--- config.mk ---
export PLATFORM = sky130hd
export DESIGN_NAME = drain_shift_ctrl_flat
export DESIGN_NICKNAME = d
export VERILOG_FILES = /design/src/rtl/gemm_drain_pkg.sv /design/src/rtl/drain_shift_ctrl_if.sv /design/src/rtl/drain_fifo.sv /design/src/rtl/drain_shift_ctrl.sv /design/src/flat_wrapper.sv
export SDC_FILE = /design/constraint.sdc
export NUM_CORES = 1
export LEC_CHECK = 0
export ABC_AREA = 1
export BUFFER_PORTS_ARGS = -buffer_cell sky130_fd_sc_hd__buf_2
export CAP_MARGIN = 20
export CORE_MARGIN = 2
export CORE_UTILIZATION = 58
export CTS_BUF_LIST = sky130_fd_sc_hd__clkbuf_16
export CTS_CLUSTER_DIAMETER = 30
export DETAILED_ROUTE_END_ITERATION = 12
export PLACE_DENSITY = 0.78
export SYNTH_ARGS = -nofsm -noshare
export SYNTH_HDL_FRONTEND = slang
export SYNTH_SLANG_ARGS = --single-unit
--- constraint.sdc ---
create_clock -name clk -period 2.6 [get_ports clk]
set_input_delay 0.13 -clock clk [delete_from_list [all_inputs] [get_ports clk]]
set_output_delay 0.13 -clock clk [all_outputs]
set_load 0.01 [all_outputs]
--- src/rtl/gemm_drain_pkg.sv ---
`default_nettype none
// ============================================================================
// Module  : gemm_drain_pkg
// Purpose : Shared types and helpers for the PE result-chain drain logic.
//           Holds the drain FSM state encoding and the shift-count width
//           helper used to size the counter in drain_shift_ctrl.
// Ports   : none (package)
// Rev     : 1.0  initial release
// ============================================================================
package gemm_drain_pkg;

    localparam int c_STATE_W = 2;

    typedef enum logic [c_STATE_W-1:0] {
        ST_IDLE  = 2'd0,
        ST_SHIFT = 2'd1,
        ST_FLUSH = 2'd2,
        ST_DONE  = 2'd3
    } drain_state_t;

    // The counter must be able to represent CHAIN_LEN itself (terminal
    // value), hence the +1 inside the log.
    function automatic int DRAIN_CNT_W(input int chain_len);
        return $clog2(chain_len + 1);
    endfunction

endpackage : gemm_drain_pkg
`default_nettype wire

--- src/rtl/drain_shift_ctrl_if.sv ---
`default_nettype none
// ============================================================================
// Module  : drain_shift_ctrl_if
// Purpose : Ready/valid output stream carrying drained chain words.
// Ports   : out_data  - drained word at FIFO head
//           out_valid - out_data holds a valid word
//           out_ready - consumer accepts the word this cycle
//           out_last  - word is the final word of the drain
//           master modport: producer (drain_shift_ctrl)
//           slave  modport: consumer
// Rev     : 1.0  initial release
// ============================================================================
interface drain_shift_ctrl_if #(
    parameter int DATA_WIDTH = 16
) ();

    logic [DATA_WIDTH-1:0] out_data;
    logic                  out_valid;
    logic                  out_ready;
    logic                  out_last;

    modport master (
        output out_data,
        output out_valid,
        output out_last,
        input  out_ready
    );

    modport slave (
        input  out_data,
        input  out_valid,
        input  out_last,
        output out_ready
    );

endinterface : drain_shift_ctrl_if
`default_nettype wire

--- src/rtl/drain_fifo.sv ---
`default_nettype none
// ============================================================================
// Module  : drain_fifo
// Purpose : Synchronous first-word-fall-through FIFO buffering drained words
//           (data plus last flag). The head entry is visible on o_head_data
//           whenever the FIFO is non-empty; when empty the head reads zero.
// Ports   : clk, rst       - clock, synchronous active-high reset
//           i_push         - write i_push_data (ignored when full)
//           i_push_data    - entry to write
//           o_full         - no free entry
//           i_pop          - discard head entry (ignored when empty)
//           o_empty        - no valid entry
//           o_head_data    - head entry (zero when empty)
// Rev     : 1.0  initial release
// ============================================================================
module drain_fifo #(
    parameter int WIDTH = 17,
    parameter int DEPTH = 4
) (
    input  wire logic             clk,
    input  wire logic             rst,
    input  wire logic             i_push,
    input  wire logic [WIDTH-1:0] i_push_data,
    output logic                  o_full,
    input  wire logic             i_pop,
    output logic                  o_empty,
    output logic [WIDTH-1:0]      o_head_data
);

    localparam int c_AW = $clog2(DEPTH);

    logic [WIDTH-1:0] r_mem [DEPTH];
    // Pointers carry one extra wrap bit so full and empty are distinguishable.
    logic [c_AW:0]    r_wr_ptr;
    logic [c_AW:0]    r_rd_ptr;

    logic [c_AW-1:0]  w_wr_addr;
    logic [c_AW-1:0]  w_rd_addr;
    logic             w_do_push;
    logic             w_do_pop;

    assign w_wr_addr = r_wr_ptr[c_AW-1:0];
    assign w_rd_addr = r_rd_ptr[c_AW-1:0];

    assign o_empty = (r_wr_ptr == r_rd_ptr);
    assign o_full  = (r_wr_ptr[c_AW] != r_rd_ptr[c_AW]) &&
                     (w_wr_addr == w_rd_addr);

    assign w_do_push = i_push && !o_full;
    assign w_do_pop  = i_pop  && !o_empty;

    always_ff @(posedge clk) begin
        if (rst) begin
            r_wr_ptr <= '0;
            r_rd_ptr <= '0;
        end else begin
            if (w_do_push) begin
                r_wr_ptr <= r_wr_ptr + 1'b1;
            end
            if (w_do_pop) begin
                r_rd_ptr <= r_rd_ptr + 1'b1;
            end
        end
    end

    // Storage needs no reset: the head output is masked while empty.
    always_ff @(posedge clk) begin
        if (w_do_push) begin
            r_mem[w_wr_addr] <= i_push_data;
        end
    end

    assign o_head_data = o_empty ? '0 : r_mem[w_rd_addr];

endmodule : drain_fifo
`default_nettype wire

--- src/rtl/drain_shift_ctrl.sv ---
`default_nettype none
// ============================================================================
// Module  : drain_shift_ctrl
// Purpose : Drains a CHAIN_LEN-stage PE result shift chain into a ready/valid
//           stream. On start, the chain is shifted one word per cycle while
//           the output FIFO has room; each tail word is captured into the
//           FIFO on the same edge. The final word is tagged last and done
//           pulses once it has been accepted downstream.
// Ports   : clk       - clock (rising edge)
//           rst       - synchronous active-high reset
//           start     - single-cycle drain request (honoured only when idle)
//           busy      - drain in progress (through the done cycle)
//           shift_ena - enable to every stage of the result chain
//           chain_out - tail-stage output of the result chain
//           done      - one-cycle pulse after the last word is transferred
//           out_if    - output stream (data / valid / ready / last)
// Rev     : 1.0  initial release
// ============================================================================
module drain_shift_ctrl
    import gemm_drain_pkg::*;
#(
    parameter int DATA_WIDTH = 16,
    parameter int CHAIN_LEN  = 16,
    parameter int FIFO_DEPTH = 4
) (
    input  wire logic                  clk,
    input  wire logic                  rst,
    input  wire logic                  start,
    output logic                       busy,
    output logic                       shift_ena,
    input  wire logic [DATA_WIDTH-1:0] chain_out,
    output logic                       done,
    drain_shift_ctrl_if.master         out_if
);

    localparam int                 c_CNT_W    = DRAIN_CNT_W(CHAIN_LEN);
    localparam logic [c_CNT_W-1:0] c_CNT_END  = c_CNT_W'(CHAIN_LEN);
    localparam logic [c_CNT_W-1:0] c_CNT_LAST = c_CNT_W'(CHAIN_LEN - 1);

    drain_state_t        r_state;
    drain_state_t        w_state_nxt;
    logic [c_CNT_W-1:0]  r_cnt;
    logic [c_CNT_W-1:0]  w_cnt_nxt;

    logic                w_push_last;
    logic                w_pop;
    logic                w_fifo_full;
    logic                w_fifo_empty;
    logic [DATA_WIDTH:0] w_head;

    // ------------------------------------------------------------------
    // State and shift-count registers
    // ------------------------------------------------------------------
    always_ff @(posedge clk) begin
        if (rst) begin
            r_state <= ST_IDLE;
            r_cnt   <= '0;
        end else begin
            r_state <= w_state_nxt;
            r_cnt   <= w_cnt_nxt;
        end
    end

    // ------------------------------------------------------------------
    // Next-state and output decode. shift_ena depends only on state,
    // count and FIFO full so there is no combinational path from the
    // downstream ready back into the chain enables.
    // ------------------------------------------------------------------
    always_comb begin
        w_state_nxt = r_state;
        w_cnt_nxt   = r_cnt;
        shift_ena   = 1'b0;
        w_push_last = 1'b0;
        busy        = 1'b1;
        done        = 1'b0;

        case (r_state)
            ST_IDLE: begin
                busy = 1'b0;
                if (start) begin
                    w_state_nxt = ST_SHIFT;
                    w_cnt_nxt   = '0;
                end
            end

            ST_SHIFT: begin
                if ((r_cnt < c_CNT_END) && !w_fifo_full) begin
                    shift_ena = 1'b1;
                    w_cnt_nxt = r_cnt + 1'b1;
                    if (r_cnt == c_CNT_LAST) begin
                        w_push_last = 1'b1;
                        w_state_nxt = ST_FLUSH;
                    end
                end
            end

            ST_FLUSH: begin
                // Only the last-tagged entry ends the flush; earlier words
                // may still be queued ahead of it.
                if (w_pop && w_head[DATA_WIDTH]) begin
                    w_state_nxt = ST_DONE;
                end
            end

            ST_DONE: begin
                done        = 1'b1;
                w_state_nxt = ST_IDLE;
            end

            default: begin
                w_state_nxt = ST_IDLE;
            end
        endcase
    end

    // ------------------------------------------------------------------
    // Output buffer
    // ------------------------------------------------------------------
    assign w_pop = out_if.out_valid && out_if.out_ready;

    drain_fifo #(
        .WIDTH (DATA_WIDTH + 1),
        .DEPTH (FIFO_DEPTH)
    ) u_drain_fifo (
        .clk         (clk),
        .rst         (rst),
        .i_push      (shift_ena),
        .i_push_data ({w_push_last, chain_out}),
        .o_full      (w_fifo_full),
        .i_pop       (w_pop),
        .o_empty     (w_fifo_empty),
        .o_head_data (w_head)
    );

    assign out_if.out_valid = !w_fifo_empty;
    assign out_if.out_data  = w_head[DATA_WIDTH-1:0];
    assign out_if.out_last  = w_head[DATA_WIDTH];

endmodule : drain_shift_ctrl
`default_nettype wire

--- src/flat_wrapper.sv ---
// flat-port wrapper written by rule: the top's interface ports become plain ports
module drain_shift_ctrl_flat import gemm_drain_pkg::*;
#(
    parameter int DATA_WIDTH = 16,
    parameter int CHAIN_LEN  = 16,
    parameter int FIFO_DEPTH = 4
)
  (clk, rst, start, busy, shift_ena, chain_out, done, out_if_out_data, out_if_out_valid, out_if_out_last, out_if_out_ready);
  drain_shift_ctrl_if #(.DATA_WIDTH(DATA_WIDTH)) out_if_i ();
  input  wire logic clk;
  input  wire logic rst;
  input  wire logic start;
  output logic busy;
  output logic shift_ena;
  input  wire logic [DATA_WIDTH-1:0] chain_out;
  output logic done;
  output wire logic [$bits(out_if_i.out_data)-1:0] out_if_out_data;
  output wire logic [$bits(out_if_i.out_valid)-1:0] out_if_out_valid;
  output wire logic [$bits(out_if_i.out_last)-1:0] out_if_out_last;
  input wire logic [$bits(out_if_i.out_ready)-1:0] out_if_out_ready;
  assign out_if_out_data = out_if_i.out_data;
  assign out_if_out_valid = out_if_i.out_valid;
  assign out_if_out_last = out_if_i.out_last;
  assign out_if_i.out_ready = out_if_out_ready;
  drain_shift_ctrl #(.DATA_WIDTH(DATA_WIDTH), .CHAIN_LEN(CHAIN_LEN), .FIFO_DEPTH(FIFO_DEPTH)) u_core (.clk(clk), .rst(rst), .start(start), .busy(busy), .shift_ena(shift_ena), .chain_out(chain_out), .done(done), .out_if(out_if_i));
endmodule
* Word level (Yosys, flattened, before mapping) *
Memories as Yosys holds them, arrays and structs flattened. A register that Yosys moved wholly into a read port is not among the register bits.
Cells that the tools add are included.

storage, ports and cells
  bits in registers = 13
  RAM bits = 68
  input port bits = 20
  output and inout bits = 21
  word-level logic and storage cells = 52
  memories = 1

cells by class
  $add $sub $neg = 3
  magnitude comparators = 1
  equal/unequal tests = 11
  mux-type cells = 20
  reduce and logical (&&, ||, !) cells = 12

memory list
  name                       depth  bits a word  rd ports  clocked after Yosys merged registers in  wr ports  line              text
  u_core.u_drain_fifo.r_mem  4      17           1         1                                        1         drain_fifo.sv:32  logic [WIDTH-1:0] r_mem [DEPTH];

operators by type and width
  kind                                                                    count
  17-bit two-way mux                                                      1
  2-bit two-way mux                                                       6
  5-bit two-way mux                                                       2
  5-bit one-hot mux with 2 select lines                                   1
  1-bit two-way mux                                                       9
  2-bit one-hot mux with 4 select lines                                   1
  3-bit by 1-bit adder with 3-bit output (second input constant)          2
  1-bit logical AND                                                       6
  2-bit by 1-bit != test with 1-bit output (second input constant)        3
  5-bit by 1-bit adder with 5-bit output (second input constant)          1
  5-bit by 4-bit equality test with 1-bit output (second input constant)  1
  5-bit less-than comparator (second input constant)                      1
  2-bit equality test (second input constant)                             2
  4-bit AND reduction                                                     1
  3-bit equality test                                                     1
  3-bit AND reduction                                                     1
  2-bit by 1-bit equality test with 1-bit output (second input constant)  1
  2-bit equality test                                                     1
  1-bit zero test                                                         2
  2-bit zero test                                                         1
  2-bit != test (second input constant)                                   1
  2-bit nonzero test                                                      1
  1-bit != test                                                           1

* Longest topological paths before layout *
  depth in word-level cells = 9
  mapped depth = 11
  mapped depth without buffers = 11

* By module *
From an unflattened synthesis, not the netlist that was laid out.

second synthesis, totals
  cell total of the unflattened synthesis = 380
  area total of the unflattened synthesis = 3771.1 um2

modules (own cells, without submodules)
  module            times used  cells an instance  area an instance (um2)  sequential area each (um2)
  drain_fifo        1           294                3204.3                  2202.1
  drain_shift_ctrl  1           86                 566.8                   140.1

* Worst setup path before layout *
Ideal clock, no wire load.

  kind = flip-flop to flip-flop
  from = reg u_core.u_drain_fifo.r_wr_ptr[0]
  to = mem u_core.u_drain_fifo.r_mem[0][0] (enable)
  setup time = 0.391 ns
  data arrival time = 1.630 ns
  required time = 2.209 ns
  setup slack = 0.580 ns
  cell stages (with the launch flop) = 8
  buffers on the path = 1
  clock period less this slack = 2.020 ns
  cells stage by stage = dfxtp_1 inv_2 nand2_1 nand2_2 nand3_2 nand3_4 buf_6 nor2_1

between the ends
  word-level cells in the longest chain between the ends = 9

ends and longest elaborated chain
  what                                     line                                      text
  start, declared                          drain_fifo.sv:34                          logic [c_AW:0] r_wr_ptr;
  start signal, assigned                   drain_fifo.sv:58                          r_wr_ptr <= r_wr_ptr + 1'b1;
  2-bit equality test                      drain_fifo.sv:47                          (w_wr_addr == w_rd_addr);
  1-bit logical AND                        drain_fifo.sv:46                          assign o_full = (r_wr_ptr[c_AW] != r_rd_ptr[c_AW]) &&
  1-bit zero test                          drain_fifo.sv:49, drain_shift_ctrl.sv:87
  1-bit logical AND                        drain_shift_ctrl.sv:87                    if ((r_cnt < c_CNT_END) && !w_fifo_full) begin
  1-bit two-way mux                        drain_shift_ctrl.sv:87
  1-bit two-way mux                        drain_shift_ctrl.sv:77                    case (r_state)
  1-bit logical AND                        drain_fifo.sv:49                          assign w_do_push = i_push && !o_full;
  1-bit two-way mux                        drain_fifo.sv:68                          if (w_do_push) begin
  1-bit two-way mux (implied by the code)  drain_fifo.sv:69                          r_mem[w_wr_addr] <= i_push_data;
  end, declared                            drain_fifo.sv:32

Several ways; a longest one is shown, not always the timed one.

==> reports/metrics.yaml <==
cts:
  clock_path_buffers: 2
  clk_latency_ns: 0.33
  post_cts_resized: 0
  clockRootBuffer: "clkbuf_16"
  clk_pin_slew_ns: 0.06
  post_cts_buffers: 0
  cts_tree: "yes"
  clock_sinks: 83
  h-tree-depth: 3
  postCtsHoldBufs: 0
  numCtsBuffers: 9
grt:
  grt_max_degree: 35
  grt_pass1_wl_um: 12230
  grt_overflow: 0
  grt_pass1_vias: 2670
  grt_usage: 0.2253
  antenna_found_initial: 0
sta:
  worst_clock_skew_ns: 0.008754
  setup_viol: 0
  fin_crit_ns: 2.040
  period_share: 0.7847
  rsz0062_at_grt: "no"
  finalWorstSetupSlack_ns: 0.5599
  maxSlewHeadroom: 0.5738
  max_clock_freq_mhz: 490.2
  hold_violations: 0
  tightest_slew_ns: 0.6384
  setup_tns_ns: 0
  maxSlewViolCount: 0
placed_design:
  gp_congestion: 0.7897
  placed_cell_area_sq_mm: 0.003875
  dpl_worst_slack_ns: 0.8988
  dp_cells: 445
  io_buffers: 40
  hpwlAfterDp_um: 4425
detailed_routing:
  antenna_left: 0
  remaining_drc_errors: 0
  vias: 2562
  drtIter0Drc: 253
  wl_per_cell_um: 15.95
  wl_um: 7355
  first_pass_iters: 7
  vias_per_cell: 5.557
worst_hold_path:
  min_path_cells: 1
  holdPathEnd: "u_core.u_drain_fifo.r_mem[1][6]"
  hp-class: "in -> reg"
  hp-start: "chain_out[6]"
synth:
  ys.flop_type: "edfxtp_1"
  async_flop_share: 0
  ys_seq_area_frac: 0.6489
  synth_edf_count: 68
  ys_seq_elements: 83
  syn_inst: 337
  netlist_area_sq_mm: 0.003610
  avgSynthCellArea_sq_um: 10.71
  syn_nets: 368
  yosysWarnings: 0
  synth_cell_type_count: 24
finish:
  instances_no_fill: 461
  nets: 412
  layout_commonest_cell: "edfxtp_1"
  num_antenna_cells: 0
  finish.instance_area_sq_mm: 0.004143
  final_cell_mix: "edfxtp_1, nand2_1, nor2_1, inv_1, buf_2"
  drive_above_1_share: 0.1891
  num-fill-cells: 435
  syn_to_final_growth_pct: 14.77
setup_path:
  reg2regPathDepth: 8
  critPathArrivalTime_ns: 1.91
  crit_path_end_kind: "output pin"
  start_kind: "flip-flop"
  path_max_fanout: 18
  r2r_slack_ns: 0.80
  timing.rr.end: "u_core.r_state[1]"
  cp.required_ns: 2.47
  crit_type: "reg -> out"
floorplanning:
  core_sq_mm: 0.005956
  num_rows: 28
  die-height_um: 82.89
  dieArea_sq_mm: 0.006871
  ios: 41
  initial_utilization: 0.6061
  die_w_um: 82.89
power:
  power_density_mw_per_mm2: 1212
  p_leak_nw: 1.736
  finalPower_mw: 5.020
  irDropWorstVdd_uv: 625.5
flow_run:
  max_cap_violations: 0
status:
  outcome: "completed"
-- power breakdown --
part / total [mW] / internal [mW] / switching (mW)
Clock: 1.15 / 0.641 / 0.508
Sequential: 1.81 / 1.66 / 0.150
Combinational: 2.06 / 0.693 / 1.37
-- flip-flops by register name, indices dropped and copies added (netlist names), named ones only --
name and flops:
u_core.u_drain_fifo.r_rd_ptr 3, u_core.u_drain_fifo.r_wr_ptr 3, u_core.r_cnt 5, u_core.u_drain_fifo.r_mem 68
u_core.r_state 2
-- per-layer routing --
layer	vias up	routed length, um	GRT usage	part of all wire
li1	1234	-	-	-
met4	0	210	0.1192	0.029
met5	-	0	0	0
met2	110	3740	0.3798	0.51
met1	1196	2982	0.2742	0.41
met3	22	422	0.04374	0.057
-- synthesized netlist by cell type (all sizes together) (5+ instances only) --
cell type	number	area [sq um]
o22ai	16	100.1
o21ai	39	195.2
dfxtp	15	300.3
nand3	13	92.59
nor2	47	192.7
clkbuf	5	18.77
inv	45	168.9
edfxtp	68	2042
buf	7	47.54
a21oi	14	70.07
ha	11	137.6
nand2	52	210.2
-- worst max-delay path by stage --
stage	startpoint	end	slack [ns]
after floorplan	u_core.u_drain_fifo.r_wr_ptr[0]	u_core.u_drain_fifo.r_mem[0][0]	0.58
after global placement	flip-flop	u_core.r_state[0]	0.97
after CTS	flip-flop	out_if_out_data[7]	0.59
after global routing	flip-flop	out_if_out_data[4]	0.43
final	flip-flop	out_if_out_data[7]	0.56
after detailed placement	flip-flop	u_core.r_state[1]	0.90
-- critical path, cell delays in order, from the launching register on --
cell	delay [ns]
dfxtp_1	0.73
inv_2	0.30
o21ai_0	0.18
o22ai_1	0.11
nand2_1	0.07
inv_1	0.06
buf_2	0.14
-- logic make-up (layout without fill, tap and decap cells) --
logic type | count (synthesis) | after routing | synth area share
adders and majority gates | 11 | 11 | 0.03813
DFF | 83 | 83 | 0.6489
and+or+nand+nor | 117 | 117 | 0.1466
buffers and inverters | 57 | 106 | 0.06516
AOI/OAI and AO/OA | 69 | 69 | 0.1012
-- metrics by stage --
stage | hold slack, ns | util
2_1_floorplan | 0.1991 | -
3_3_place_gp | 0.3478 | 0.6506
3_5_place_dp | 0.3500 | 0.6506
4_1_cts | 0.006996 | 0.6956
5_1_grt | 0.01382 | 0.6956
6_report | 0.01339 | 0.6956
-- cell type report --
class | count | area, sq um | area share
Clock buffer | 9 | 225.2 | 0.05436
Clock inverter | 7 | 42.54 | 0.01027
Inverter | 45 | 168.9 | 0.04077
Multi-Input combinational cell | 197 | 1032 | 0.2492
Sequential cell | 83 | 2342 | 0.5654
Tap cell | 75 | 93.84 | 0.02265
Timing Repair Buffer | 45 | 237.7 | 0.05738
Note: power is estimated with default switching activity, not from simulation.
